--- config.mk ---
export PLATFORM = sky130hd
export DESIGN_NAME = print_scheduler_flat
export DESIGN_NICKNAME = d
export VERILOG_FILES = /design/src/rtl/print_scheduler_pkg.sv /design/src/rtl/print_scheduler_if.sv /design/src/rtl/print_scheduler_rr_arbiter.sv /design/src/rtl/print_scheduler.sv /design/src/flat_wrapper.sv
export SDC_FILE = /design/constraint.sdc
export NUM_CORES = 1
export LEC_CHECK = 0
export CORE_UTILIZATION = 53
export CTS_BUF_LIST = sky130_fd_sc_hd__clkbuf_4
export DETAILED_ROUTE_END_ITERATION = 6
export PLACE_DENSITY = 0.95
export SLEW_MARGIN = 20
export SYNTH_ARGS = -nofsm -noshare
export SYNTH_HDL_FRONTEND = slang
export SYNTH_HIERARCHICAL = 1
export SYNTH_SLANG_ARGS = --single-unit
--- constraint.sdc ---
create_clock -name clk -period 7.85 [get_ports clk]
set_input_delay 1.57 -clock clk [delete_from_list [all_inputs] [get_ports clk]]
set_output_delay 1.57 -clock clk [all_outputs]
set_load 0.03 [all_outputs]
--- src/rtl/print_scheduler_pkg.sv ---
// print_sched_pkg
// Shared constants, types and helper functions for the print scheduler.
//   - radix codes for the 2-bit per-job radix field
//   - ASCII code points used by the character serializer
//   - scheduler state type
//   - ndig():     digit count for a radix and value width
//   - to_ascii(): 4-bit digit value to lowercase ASCII
package print_sched_pkg;

  localparam logic [1:0] RADIX_BIN = 2'd0;
  localparam logic [1:0] RADIX_OCT = 2'd1;
  localparam logic [1:0] RADIX_HEX = 2'd2;  // code 3 is also treated as hex

  localparam logic [7:0] ASCII_ZERO = 8'h30;
  localparam logic [7:0] ASCII_A_LC = 8'h61;
  localparam logic [7:0] ASCII_NL   = 8'h0A;

  typedef enum logic [1:0] {
    ST_IDLE = 2'd0,
    ST_EMIT = 2'd1,
    ST_NL   = 2'd2
  } sched_state_e;

  // Number of digits printed for a value of data_w bits; the top digit is
  // zero-extended when data_w is not a multiple of the digit size.
  function automatic int ndig(input logic [1:0] radix, input int data_w);
    case (radix)
      RADIX_BIN: ndig = data_w;
      RADIX_OCT: ndig = (data_w + 2) / 3;
      default:   ndig = (data_w + 3) / 4;
    endcase
  endfunction

  // Digit value 0..15 to '0'..'9' / 'a'..'f'.
  function automatic logic [7:0] to_ascii(input logic [3:0] nib);
    if (nib < 4'd10) begin
      to_ascii = ASCII_ZERO + {4'd0, nib};
    end else begin
      to_ascii = ASCII_A_LC + {4'd0, nib} - 8'd10;
    end
  endfunction

endpackage

--- src/rtl/print_scheduler_if.sv ---
// print_scheduler_if
// Bundle between the message sources / character sink and the scheduler.
//   req_valid/req_ready   per-requester job handshake (ready is a one-hot grant)
//   req_data/radix/nl     job payload, requester i in slice i
//   char_valid/ready      character stream handshake towards the console
//   char_data/char_last   ASCII character and end-of-job marker
//   busy/grant_id         job in progress and its owner
// master: requesters + sink side; slave: the scheduler.
interface print_scheduler_if #(
  parameter int N_REQ  = 4,
  parameter int DATA_W = 32
);
  localparam int IDW = $clog2(N_REQ);

  logic [N_REQ-1:0]        req_valid;
  logic [N_REQ-1:0]        req_ready;
  logic [N_REQ*DATA_W-1:0] req_data;
  logic [2*N_REQ-1:0]      req_radix;
  logic [N_REQ-1:0]        req_nl;
  logic                    char_valid;
  logic                    char_ready;
  logic [7:0]              char_data;
  logic                    char_last;
  logic                    busy;
  logic [IDW-1:0]          grant_id;

  modport master (
    output req_valid, req_data, req_radix, req_nl, char_ready,
    input  req_ready, char_valid, char_data, char_last, busy, grant_id
  );

  modport slave (
    input  req_valid, req_data, req_radix, req_nl, char_ready,
    output req_ready, char_valid, char_data, char_last, busy, grant_id
  );

endinterface

--- src/rtl/print_scheduler_rr_arbiter.sv ---
// rr_arbiter
// Combinational round-robin pick: the first set bit of req at or after ptr,
// wrapping around. Nothing is granted while en is low.
//   req  requests          ptr  search start index    en   arbitration enable
//   gnt  one-hot grant     idx  granted index         any  a grant was made
module rr_arbiter #(
  parameter int N_REQ = 4,
  parameter int IDW   = $clog2(N_REQ)
) (
  input  logic [N_REQ-1:0] req,
  input  logic [IDW-1:0]   ptr,
  input  logic             en,
  output logic [N_REQ-1:0] gnt,
  output logic [IDW-1:0]   idx,
  output logic             any
);

  int             c_s;
  logic [IDW-1:0] cidx_s;
  logic           hit_s;

  // Walk the requesters starting at ptr; the first hit wins, later hits are masked by any.
  always_comb begin
    gnt    = '0;
    idx    = '0;
    any    = 1'b0;
    c_s    = 0;
    cidx_s = '0;
    hit_s  = 1'b0;
    for (int i = 0; i < N_REQ; i++) begin
      c_s         = (int'(ptr) + i) % N_REQ;
      cidx_s      = IDW'(c_s);
      hit_s       = en && !any && req[cidx_s];
      gnt[cidx_s] = gnt[cidx_s] | hit_s;
      idx         = hit_s ? cidx_s : idx;
      any         = any | hit_s;
    end
  end

endmodule

--- src/rtl/print_scheduler.sv ---
// print_scheduler
// Shares one ASCII character stream among N_REQ print-job requesters.
// A job is granted in IDLE by round robin, its value is printed MSB-first as
// binary/octal/hex digits with no leading-zero suppression, optionally
// followed by a newline.
//   clk, rst  clock and synchronous active-high reset
//   bus       print_scheduler_if slave port (job handshakes, char stream,
//             busy, grant_id)
module print_scheduler
  import print_sched_pkg::*;
#(
  parameter int N_REQ  = 4,
  parameter int DATA_W = 32
) (
  input logic               clk,
  input logic               rst,
  print_scheduler_if.slave  bus
);

  localparam int IDW = $clog2(N_REQ);

  localparam logic [1:0] S_IDLE = ST_IDLE;
  localparam logic [1:0] S_EMIT = ST_EMIT;
  localparam logic [1:0] S_NL   = ST_NL;

  logic [1:0]        state_r;
  logic [IDW-1:0]    rr_ptr_r;
  logic [IDW-1:0]    grant_id_r;
  logic [DATA_W-1:0] data_r;
  logic [1:0]        radix_r;
  logic              nl_r;
  logic [6:0]        dig_idx_r;
  logic              char_valid_r;
  logic [7:0]        char_data_r;
  logic              char_last_r;

  logic [N_REQ-1:0]  arb_gnt_s;
  logic [IDW-1:0]    arb_idx_s;
  logic              arb_any_s;
  logic              arb_en_s;
  logic [DATA_W-1:0] sel_data_s;
  logic [1:0]        sel_radix_s;
  logic              sel_nl_s;
  logic [6:0]        first_idx_s;
  logic [7:0]        first_char_s;
  logic [6:0]        next_idx_s;
  logic [7:0]        next_char_s;

  // ASCII character of digit i (0 = least significant) of value d.
  function automatic logic [7:0] digit_char(input logic [DATA_W-1:0] d,
                                            input logic [1:0]        r,
                                            input logic [6:0]        i);
    logic [DATA_W-1:0] s;
    logic [3:0]        nib;
    case (r)
      RADIX_BIN: begin
        s   = d >> i;
        nib = {3'd0, s[0]};
      end
      RADIX_OCT: begin
        s   = d >> ({2'b00, i} * 9'd3);
        nib = {1'b0, s[2:0]};
      end
      default: begin
        s   = d >> ({2'b00, i} * 9'd4);
        nib = s[3:0];
      end
    endcase
    return to_ascii(nib);
  endfunction

  // Arbitration only happens in IDLE, so req_ready can never overlap busy.
  assign arb_en_s = (state_r == S_IDLE) && !rst;

  rr_arbiter #(
    .N_REQ (N_REQ),
    .IDW   (IDW)
  ) u_arb (
    .req (bus.req_valid),
    .ptr (rr_ptr_r),
    .en  (arb_en_s),
    .gnt (arb_gnt_s),
    .idx (arb_idx_s),
    .any (arb_any_s)
  );

  assign sel_data_s   = bus.req_data[int'(arb_idx_s)*DATA_W +: DATA_W];
  assign sel_radix_s  = bus.req_radix[int'(arb_idx_s)*2 +: 2];
  assign sel_nl_s     = bus.req_nl[arb_idx_s];
  assign first_idx_s  = 7'(ndig(sel_radix_s, DATA_W) - 1);
  assign first_char_s = digit_char(sel_data_s, sel_radix_s, first_idx_s);
  assign next_idx_s   = dig_idx_r - 7'd1;
  assign next_char_s  = digit_char(data_r, radix_r, next_idx_s);

  assign bus.req_ready  = arb_gnt_s;
  assign bus.char_valid = char_valid_r;
  assign bus.char_data  = char_data_r;
  assign bus.char_last  = char_last_r;
  assign bus.busy       = (state_r != S_IDLE);
  assign bus.grant_id   = grant_id_r;

  // Job FSM: grant and latch in IDLE, serialize digits in EMIT, newline in NL.
  // The character registers hold their value until the sink accepts.
  always_ff @(posedge clk) begin
    if (rst) begin
      state_r      <= S_IDLE;
      rr_ptr_r     <= '0;
      grant_id_r   <= '0;
      data_r       <= '0;
      radix_r      <= 2'd0;
      nl_r         <= 1'b0;
      dig_idx_r    <= 7'd0;
      char_valid_r <= 1'b0;
      char_data_r  <= 8'h00;
      char_last_r  <= 1'b0;
    end else begin
      case (state_r)
        S_IDLE: begin
          if (arb_any_s) begin
            state_r      <= S_EMIT;
            rr_ptr_r     <= IDW'((int'(arb_idx_s) + 1) % N_REQ);
            grant_id_r   <= arb_idx_s;
            data_r       <= sel_data_s;
            radix_r      <= sel_radix_s;
            nl_r         <= sel_nl_s;
            dig_idx_r    <= first_idx_s;
            char_valid_r <= 1'b1;
            char_data_r  <= first_char_s;
            char_last_r  <= (first_idx_s == 7'd0) && !sel_nl_s;
          end
        end
        S_EMIT: begin
          if (bus.char_ready) begin
            if (dig_idx_r == 7'd0) begin
              if (nl_r) begin
                state_r     <= S_NL;
                char_data_r <= ASCII_NL;
                char_last_r <= 1'b1;
              end else begin
                state_r      <= S_IDLE;
                char_valid_r <= 1'b0;
                char_data_r  <= 8'h00;
                char_last_r  <= 1'b0;
              end
            end else begin
              dig_idx_r   <= next_idx_s;
              char_data_r <= next_char_s;
              char_last_r <= (next_idx_s == 7'd0) && !nl_r;
            end
          end
        end
        S_NL: begin
          if (bus.char_ready) begin
            state_r      <= S_IDLE;
            char_valid_r <= 1'b0;
            char_data_r  <= 8'h00;
            char_last_r  <= 1'b0;
          end
        end
        default: begin
          state_r      <= S_IDLE;
          char_valid_r <= 1'b0;
          char_data_r  <= 8'h00;
          char_last_r  <= 1'b0;
        end
      endcase
    end
  end

endmodule

--- src/flat_wrapper.sv ---
// flat-port wrapper written by rule: the top's interface ports become plain ports
module print_scheduler_flat import print_sched_pkg::*;
#(
  parameter int N_REQ  = 4,
  parameter int DATA_W = 32
)
  (clk, rst, bus_req_valid, bus_req_data, bus_req_radix, bus_req_nl, bus_char_ready, bus_req_ready, bus_char_valid, bus_char_data, bus_char_last, bus_busy, bus_grant_id);
  print_scheduler_if #(.N_REQ(N_REQ), .DATA_W(DATA_W)) bus_i ();
  input logic clk;
  input logic rst;
  input wire logic [$bits(bus_i.req_valid)-1:0] bus_req_valid;
  input wire logic [$bits(bus_i.req_data)-1:0] bus_req_data;
  input wire logic [$bits(bus_i.req_radix)-1:0] bus_req_radix;
  input wire logic [$bits(bus_i.req_nl)-1:0] bus_req_nl;
  input wire logic [$bits(bus_i.char_ready)-1:0] bus_char_ready;
  output wire logic [$bits(bus_i.req_ready)-1:0] bus_req_ready;
  output wire logic [$bits(bus_i.char_valid)-1:0] bus_char_valid;
  output wire logic [$bits(bus_i.char_data)-1:0] bus_char_data;
  output wire logic [$bits(bus_i.char_last)-1:0] bus_char_last;
  output wire logic [$bits(bus_i.busy)-1:0] bus_busy;
  output wire logic [$bits(bus_i.grant_id)-1:0] bus_grant_id;
  assign bus_i.req_valid = bus_req_valid;
  assign bus_i.req_data = bus_req_data;
  assign bus_i.req_radix = bus_req_radix;
  assign bus_i.req_nl = bus_req_nl;
  assign bus_i.char_ready = bus_char_ready;
  assign bus_req_ready = bus_i.req_ready;
  assign bus_char_valid = bus_i.char_valid;
  assign bus_char_data = bus_i.char_data;
  assign bus_char_last = bus_i.char_last;
  assign bus_busy = bus_i.busy;
  assign bus_grant_id = bus_i.grant_id;
  print_scheduler #(.N_REQ(N_REQ), .DATA_W(DATA_W)) u_core (.clk(clk), .rst(rst), .bus(bus_i));
endmodule
; ---- Word-level counts from Yosys, hierarchy flattened
; Index checks and enable logic that the tools add are counted.
[totals]
out_inout_bits = 17
register_bits = 58
[classes]
bitwise = 8
n_eq_ne = 10
mux = 65
n_shift = 8
multipliers = 2
n_addsub = 12
reduce_logical = 33
n_lt_le_gt_ge = 11
[op_table]
columns = op, count
row1 = 128-bit by 8-bit indexed part select with 32-bit output, 1
row2 = 32-bit by 7-bit right shift with 1-bit output, 2
row3 = 32-bit by 9-bit right shift with 3-bit output, 2
row4 = 32-bit by 9-bit right shift with 4-bit output, 2
row5 = 8-bit two-way mux, 6
row6 = 8-bit one-hot mux with 3 select lines, 1
row7 = 1-bit two-way mux, 22
row8 = 7-bit zero test, 3
row9 = 7-bit two-way mux, 3
row10 = 1-bit binary-select mux with 2-bit select, 9
row11 = "7-bit by 2-bit multiplier with 9-bit output, second input constant", 2
row12 = 2-bit two-way mux, 9
row13 = "7-bit by 4-bit adder with 8-bit output, first input constant", 2
row14 = 4-bit one-hot mux with 2 select lines, 2
row15 = "8-bit by 4-bit subtractor with 8-bit output, second input constant", 2
row16 = "2-bit by 3-bit < comparator with 1-bit output, second input constant", 5
row17 = "6-bit by 4-bit adder with 7-bit output, first input constant", 2
row18 = 1-bit logical AND, 14
row19 = 7-bit one-hot mux with 2 select lines, 1
row20 = 4-bit bitwise mux, 3
row21 = 6-bit one-hot mux with 2 select lines, 1
row22 = 1-bit demux with 2-bit select, 4
row23 = "2-bit by 1-bit >= comparator with 1-bit output, second input constant", 4
row24 = "4-bit < comparator, second input constant", 2
row25 = other kinds (21), 45

; ---- Longest topological paths before layout
; Gate-level depths: netlist of the first run.
[logic_depth]
word_depth = 27
depth_mapped = 22

; ---- Modules after synthesis
; Netlist of the first run, hierarchy kept.
[by_module_without_submodules]
columns = mod, instances, seq_area_each_um2, area_per_inst_um2, cells_per_inst
row1 = print_scheduler, 1, 1141.1, 4367.9, 473
row2 = rr_arbiter, 1, 0.0, 828.3, 98

; ---- Worst setup path after synthesis of the first run
; No wires, ideal clock.
[synth_timing]
path_kind = input-to-output
startpoint = input rst
endpoint = output bus_req_ready[0]
cell_stages = 12
path_slack_ns = 2.060
required_time_ns = 6.280
arrival_ns = 4.220
path_cell_list = clkbuf_1 > clkbuf_1 > nor2_1 > clkbuf_1 > or2b_1 > o22a_2 > buf_6 > nor3b_1 > a21o_1 > mux4_2 > o2111ai_2 > a41oi_1
[synth_via]
elab_chain_cells = 17
word_cells_on_any_way = 28
classes_between = mux: 9 / bitwise: 7 / reduce/logical: 12
[synth_lines]
columns = element, line
row1 = start: declaration, flat_wrapper.sv:10  ; input logic rst;
row2 = 1-bit zero test *, print_scheduler.sv:73  ; assign arb_en_s = (state_r == S_IDLE) && !rst;
row3 = 1-bit logical AND *, print_scheduler.sv:73
row4 = net u_core.arb_en_s, print_scheduler.sv:40  ; logic arb_en_s;
row5 = 1-bit logical AND, print_scheduler_rr_arbiter.sv:33  ; hit_s = en && !any && req[cidx_s];
row6 = 1-bit bitwise OR, print_scheduler_rr_arbiter.sv:34  ; gnt[cidx_s] = gnt[cidx_s] | hit_s;
row7 = 4-bit AND (no line), n/a
row8 = 1-bit binary-select mux with 2-bit select, print_scheduler_rr_arbiter.sv:34
row9 = 1-bit two-way mux (implied by the code), print_scheduler_rr_arbiter.sv:34
row10 = [... 2 more ...], n/a
row11 = 1-bit binary-select mux with 2-bit select, print_scheduler_rr_arbiter.sv:34
row12 = 1-bit two-way mux (implied by the code), print_scheduler_rr_arbiter.sv:34
row13 = 1-bit bitwise OR, print_scheduler_rr_arbiter.sv:34
row14 = 4-bit bitwise mux, print_scheduler_rr_arbiter.sv:34
row15 = 1-bit binary-select mux with 2-bit select, print_scheduler_rr_arbiter.sv:34
row16 = 1-bit two-way mux (implied by the code), print_scheduler_rr_arbiter.sv:34
row17 = 1-bit bitwise OR, print_scheduler_rr_arbiter.sv:34
row18 = 4-bit bitwise mux *, print_scheduler_rr_arbiter.sv:34
row19 = end: declaration, flat_wrapper.sv:16  ; output wire logic [$bits(bus_i.req_ready)-1:0] bus_req_ready;
; Mark *: on every way through the listed nets, which the timed path passes. The rest lies on a longest branch. The select of a mux whose other input is x is not followed.

; ---- Final worst setup path of the first run
[layout_timing]
startpoint = register u_core.rr_ptr_r[1]
endpoint = output bus_req_ready[1]
[layout_via]
elab_chain_cells = 17
word_cells_on_any_way = 59
classes_between = add/sub: 3 / order compare: 8 / mux: 27 / bitwise: 7 / reduce/logical: 14
[layout_lines]
columns = element, line
row1 = start: declaration, print_scheduler.sv:27  ; logic [IDW-1:0] rr_ptr_r;
row2 = start signal: assignment, print_scheduler.sv:121  ; rr_ptr_r <= IDW'((int'(arb_idx_s) + 1) % N_REQ);
row3 = "2-bit by 3-bit < comparator with 1-bit output (implied by the code), or another cell as far along", print_scheduler_rr_arbiter.sv:34
row4 = 1-bit logical AND (implied by the code) or 1-bit two-way mux (tied branches), "print_scheduler_rr_arbiter.sv:34, print_scheduler_rr_arbiter.sv:33"
row5 = 1-bit two-way mux (implied by the code) or 1-bit logical AND (tied branches), "print_scheduler_rr_arbiter.sv:34, print_scheduler_rr_arbiter.sv:33"
row6 = 1-bit demux with 2-bit select or 1-bit bitwise OR (tied branches), print_scheduler_rr_arbiter.sv:34
row7 = 4-bit AND (no line), n/a
row8 = 1-bit binary-select mux with 2-bit select, print_scheduler_rr_arbiter.sv:34
row9 = 1-bit two-way mux (implied by the code), print_scheduler_rr_arbiter.sv:34
row10 = 1-bit bitwise OR, print_scheduler_rr_arbiter.sv:34
row11 = 4-bit bitwise mux, print_scheduler_rr_arbiter.sv:34
row12 = 1-bit binary-select mux with 2-bit select, print_scheduler_rr_arbiter.sv:34
row13 = 1-bit two-way mux (implied by the code), print_scheduler_rr_arbiter.sv:34
row14 = 1-bit bitwise OR, print_scheduler_rr_arbiter.sv:34
row15 = 4-bit bitwise mux, print_scheduler_rr_arbiter.sv:34
row16 = 1-bit binary-select mux with 2-bit select, print_scheduler_rr_arbiter.sv:34
row17 = 1-bit two-way mux (implied by the code), print_scheduler_rr_arbiter.sv:34
row18 = 1-bit bitwise OR, print_scheduler_rr_arbiter.sv:34
row19 = 4-bit bitwise mux *, print_scheduler_rr_arbiter.sv:34
; Mark *: on every way between the ends. The rest lies on a longest branch, timed or not. The select of a mux whose other input is x is not followed.

==> impl_metrics.tcl, run 1 <==
set metrics [dict create \
    cap_violations 0 \
    crit_type "register to output pin" \
    cts_sinks 57 \
    grt_pass1_wl_mm 25.7 \
    setup_violations 0 \
    post-cts-setup-buffers 0 \
    synthFlopType "dfxtp_1" \
    ys_ff_latch 57 \
    synth_area_um2 5200 \
    crit_path_top_delay_cell "dfxtp_1" \
    critPathCaptureType "output pin" \
    groute.usage.overall_pct 32.5 \
    port_buffers 162 \
    antenna_found_initial 0 \
    dp_hpwl_mm 12.0 \
    synth.distinct_cells 76 \
    rsz0062_at_grt "false" \
    critPathMaxFanout 14 \
    core.rowCount 35 \
    ys_seq_area_share_pct 22.0 \
    worstHoldPathType "register to register" \
    initial_core_util_pct 55.4 \
    grt_max_degree 60 \
    period_share_pct 82.9 \
    leakage_nw 2.40 \
    cts_max_path_buffers 2 \
    drc 5 \
    layout_commonest_cell "clkdlybuf4s50_1" \
    fp.dieH_um 101 \
    start_kind "register" \
    finalClockSkew_ns 0.0168 \
    hold_viol_final 0 \
    place.gp.congestion 0.997 \
    core_region_area_um2 9370 \
    tns_ns 0 \
    drive_above_1_share_pct 15.4 \
    gr-total-overflow 0 \
    max_stage_delay_ns 0.71 \
    final_cell_mix "clkdlybuf4s50_1 (161), nand2_1 (100), a21oi_1 (62)" \
    vias 5414 \
    postSynthCellCount 571 \
    dieArea_um2 10200 \
    cp_cell_sequence "inv_1 > ha_1 > mux4_2 > a22o_1 > a211oi_1 > o211ai_1 > a31oi_1 > a41oi_1 > clkdlybuf4s50_1" \
    worst_ep_required_time_ns 6.28 \
    hold_ws_ns 0.469 \
    nets 855 \
    cp_data_arrival_time_ns 4.94 \
    area_delta_synth_final_pct 32.3 \
    io_pins 164 \
    outcome "finished, violations left" \
    clock_latency_ns 0.42 \
    cts_buffers 9 \
    first_pass_iters 7 \
    tritoncts "built" \
    slew-limit-headroom_pct 31.7 \
    path_clk_slew_ns 0.11 \
    avgSynthCellArea_um2 9.10 \
    ir_drop_v 0.000225 \
    power_density_nw_per_um2 450 \
    synthArstFlopShare_pct 0 \
    syn_nets 727 \
    violations "design-rule violations" \
    report.final.slew_viol_count 0 \
    first_iter_violations 463 \
    synth_warnings 6 \
    dieWidth_um 101 \
    diodes 0 \
    fmax_mhz 154 \
    cts_root_buf "clkbuf_4" \
    routed_wl_mm 15.8 \
    ctsHoldBuffers 0 \
    ant_nets 0 \
    worst_slew_pin_slew_ns 1.02 \
    timing.final.crit_period_ns 6.51 \
    synth-edff-count 0 \
    postCtsResizedCells 0 \
    htreeDepth 3 \
    wl_per_cell_um 19.0 \
    grt_pass1_vias 5282 \
    drt-vias-per-instance 6.51 \
]
==> cell usage after synthesis (all sizes together) (2+ instances only) <==
cell / count / share of area, %
o21ai: 16 / 1.5
inv: 12 / 0.92
a221oi: 2 / 0.34
dfxtp: 57 / 22
a21oi: 64 / 6.2
a32oi: 5 / 0.84
nand2: 100 / 7.2
nand3b: 2 / 0.29
or2b: 2 / 0.31
buf: 22 / 3.1
nor3: 5 / 0.48
nor3b: 3 / 0.43
clkbuf: 29 / 2.9
a21o: 7 / 1.0
ha: 9 / 2.2
a31oi: 8 / 1.3
o211ai: 6 / 0.87
and4: 2 / 0.34
or4: 3 / 0.43
or2: 7 / 0.84
nand4: 6 / 0.72
o2111ai: 6 / 1.3
mux4: 59 / 26
mux2i: 18 / 3.5
a211oi: 7 / 1.2
nor4: 3 / 0.48
nor2b: 4 / 0.48
xnor2: 3 / 0.51
o22ai: 4 / 0.60
a22oi: 5 / 0.72
a311oi: 5 / 0.84
a41oi: 4 / 0.67
and3: 2 / 0.24
mux2: 4 / 1.0
nand2b: 7 / 0.84
and2: 5 / 0.60
nor2: 43 / 3.3
nand3: 5 / 0.48
==> state kept, by name, indices dropped and copies added, names as in the netlist <==
| signal | flops |
|---|---|
| u_core/data_r | 32 |
| u_core/bus.char_data | 7 |
| u_core/dig_idx_r | 7 |
| u_core/bus.grant_id | 2 |
| u_core/radix_r | 2 |
| u_core/rr_ptr_r | 2 |
| u_core/state_r | 2 |
| u_core/bus.char_last | 1 |
| u_core/bus.char_valid | 1 |
| u_core/nl_r | 1 |
==> path summary, 6_finish.rpt <==
check	from	end	slack (ns)	cells after the start
setup reg to reg	u_core/rr_ptr_r[1]	u_core/bus.char_data[2]	2.45	17
hold reg to reg	u_core/bus.grant_id[1]	u_core/bus.grant_id[1]	0.47	2
hold / removal	u_core/bus.grant_id[1]	u_core/bus.grant_id[1]	0.47	2
setup / recovery	u_core/rr_ptr_r[1]	bus_req_ready[1]	1.34	9
==> power by group <==
group | switching, mW | internal (mW) | total, mW
clock network | 0.111 | 0.126 | 0.237
logic | 1.25 | 1.03 | 2.29
registers | 0.160 | 0.407 | 0.567
==> stage by stage <==
step / setup slack, ns / util [%] / area (um^2) / power (mW) / std cells
global route: 1.11 / 73.4 / 6880 / 3.30 / 832
CTS: 1.51 / 73.3 / 6870 / 3.05 / 832
detailed placement: 1.58 / 71.7 / 6720 / 2.80 / 817
global placement: 1.70 / 71.7 / 6720 / 2.69 / 817
finish: 1.34 / 73.4 / 6880 / 3.09 / 832
floorplan: 2.06 / - / 5200 / 2.33 / 571
==> area by class of cell <==
type,count,area (um^2)
Multi-Input combinational cell,451,3710
Tap cell,129,161
Clock inverter,6,83.8
Sequential cell,57,1140
Clock buffer,9,67.6
Inverter,12,47.5
Timing Repair Buffer,168,1660
Fill cell,657,2500
==> per-layer routing <==
metal / routed length [um] / vias up / track usage [%]
met1: 5790 / 2536 / 36.8
met5: 0 / - / 0
met4: 624 / 0 / 14.3
li1: - / 2430 / -
met3: 1270 / 74 / 6.66
met2: 8140 / 374 / 58.9
==> cell families (layout without fill, tap and decap cells) <==
kind of cell | count (synthesis) | in the layout | share of synthesized area [%]
buffers and inverters | 63 | 195 | 6.89
AOI/OAI and AO/OA | 152 | 152 | 19.6
xor gates and xnor gates | 4 | 4 | 0.819
adders and majority gates | 9 | 9 | 2.17
DFF | 57 | 57 | 22.0
and+or+nand+nor | 204 | 204 | 18.3
other | 1 | 1 | 0.0722
muxes | 81 | 81 | 30.2
==> worst max-delay path, delay by kind of cell, from the launching register on <==
family	cells	cell delay, ns
adders and majority gates	1	0.66
buffers and inverters	2	0.94
muxes	1	0.58
DFF	1	0.71
AOI/OAI and AO/OA	5	1.63
No activity file was read; power rests on OpenSTA's default activity.
==> run 2: changes to the inputs <==
CORE_UTILIZATION = 49   (was 53)
clock period = 6.61 ns   (was 7.85 ns; I/O delays follow)
==> impl_metrics.tcl, run 2 (synthesis results as in run 1) <==
set metrics [dict create \
    outcome "complete, no violations" \
    fmax_mhz 169 \
    cts_sinks 57 \
    regToRegStartpoint "u_core/rr_ptr_r[1]" \
    power_density_nw_per_um2 524 \
    core_region_area_um2 10300 \
    area_delta_synth_final_pct 32.3 \
    crit_type "register to output pin" \
    pre_cts_ws_ns 0.764 \
    dp_hpwl_mm 11.8 \
    cp_cell_sequence "buf_4 > inv_1 > ha_1 > mux4_2 > a22o_1 > a211oi_1 > o211ai_1 > a31oi_1 > a41oi_1 > clkdlybuf4s50_1" \
    finalClockSkew_ns 0.00969 \
    setup_violations 0 \
    dieArea_um2 11000 \
    grt_max_degree 60 \
    final_cells 843 \
    design_area_um2 6870 \
    path_clk_slew_ns 0.12 \
    fp.dieH_um 105 \
    ctsHoldBuffers 0 \
    port_buffers 162 \
    worst_slew_pin_slew_ns 1.05 \
    report.final.slew_viol_count 0 \
    cp_data_arrival_time_ns 4.61 \
    start_kind "register" \
    place.gp.congestion 0.893 \
    hold_ws_ns 0.477 \
    ant_nets 0 \
    htreeDepth 3 \
    hold_viol_final 0 \
    holdPathEnd "u_core/bus.grant_id[0]" \
    io_pins 164 \
    drc 0 \
    nets 857 \
    routed_wl_mm 15.2 \
    initial_core_util_pct 50.3 \
    groute.usage.overall_pct 28.3 \
    final_core_util_pct 66.6 \
    core.rowCount 37 \
    period_share_pct 89.8 \
    setup_slack_ns 0.675 \
    worst_ep_required_time_ns 5.29 \
    drive_above_1_share_pct 15.9 \
    power.total_mw 3.60 \
    postCtsResizedCells 0 \
    worstRegToRegCells 19 \
    gr-total-overflow 0 \
    top_register "u_core/data_r" \
    rsz0062_at_grt "false" \
    reg2reg_setup_slack_ns 1.78 \
    dpl_cell_area_um2 6750 \
    n_fill_cell 783 \
    timing.final.crit_period_ns 5.93 \
    grt_pass1_wl_mm 24.8 \
    holdCritStartpoint "u_core/bus.grant_id[0]" \
    whs_path_depth 2 \
    cap_violations 0 \
    first_iter_violations 438 \
    vias 5300 \
    critPathMaxFanout 14 \
    cts_max_path_buffers 2 \
    reg2reg_to "u_core/bus.char_data[2]" \
    layout_commonest_cell "clkdlybuf4s50_1" \
    drt-vias-per-instance 6.29 \
    cts_buffers 9 \
    wl_per_cell_um 18.0 \
    first_pass_iters 5 \
    crit_path_top_delay_cell "clkdlybuf4s50_1" \
    worstHoldPathType "register to register" \
    grt_pass1_vias 5063 \
    largest_reg_flops 32 \
    tns_ns 0 \
    leakage_nw 2.40 \
    final_cell_mix "clkdlybuf4s50_1 (161), nand2_1 (100), a21oi_1 (62)" \
    dieWidth_um 105 \
    max_stage_delay_ns 0.63 \
    slew-limit-headroom_pct 30.1 \
    dp.cells 826 \
    cts_root_buf "clkbuf_4" \
    tritoncts "built" \
    critPathCaptureType "output pin" \
    post-cts-setup-buffers 0 \
    antenna_found_initial 1 \
    clock_latency_ns 0.42 \
    ir_drop_v 0.000451 \
]
## run 2: cell count changes in the layout (fill, tap and decap cells not counted), sizes merged
cell,before,now
buf,7,9
bufinv,2,0
clkinv,2,3
diode,0,1
inv,12,14
## run 2: power by group
group          total [mW]  switching [mW]  leakage, nW  internal, mW
sequential          0.637           0.154        0.468         0.483
clock               0.233           0.153       0.0629        0.0799
combinational        2.73            1.50         1.87          1.23
## run 2: routing by layer
layer	part of all wire, %	track usage, %	up-vias
met1	38	34.1	2473
li1	-	-	2439
met4	3.2	12.0	0
met3	8.1	5.05	55
met5	0	0	-
met2	51	49.4	333
## run 2: final cells by class
| type | count | area (um^2) | area share (%) |
|---|---|---|---|
| Antenna cell | 1 | 2.50 | 0.0364 |
| Clock buffer | 9 | 67.6 | 0.983 |
| Clock inverter | 7 | 55.1 | 0.801 |
| Inverter | 12 | 47.5 | 0.692 |
| Multi-Input combinational cell | 451 | 3710 | 54.0 |
| Sequential cell | 57 | 1140 | 16.6 |
| Tap cell | 136 | 170 | 2.48 |
| Timing Repair Buffer | 170 | 1680 | 24.4 |
## run 2: worst max-delay path, delay by kind of cell, from the launching register on
kind / cells / cell delay [ns]
AO/OA/AOI/OAI: 5 / 1.61
adder cells (fa/ha/maj): 1 / 0.62
buffers and inverters: 3 / 1.02
flip-flops: 1 / 0.33
multiplexers: 1 / 0.59
## run 2: worst max-delay path by stage
stage	start	slack, ns	cells past startpoint	end
floorplan	rst	1.32	12	bus_req_ready[0]
global route	u_core/rr_ptr_r[1]	0.30	10	bus_req_ready[2]
finish	u_core/rr_ptr_r[1]	0.68	10	bus_req_ready[0]
global placement	bus_req_valid[3]	0.92	9	bus_req_ready[0]
detailed placement	bus_req_valid[3]	0.76	9	bus_req_ready[0]
CTS	u_core/rr_ptr_r[1]	0.73	10	bus_req_ready[0]
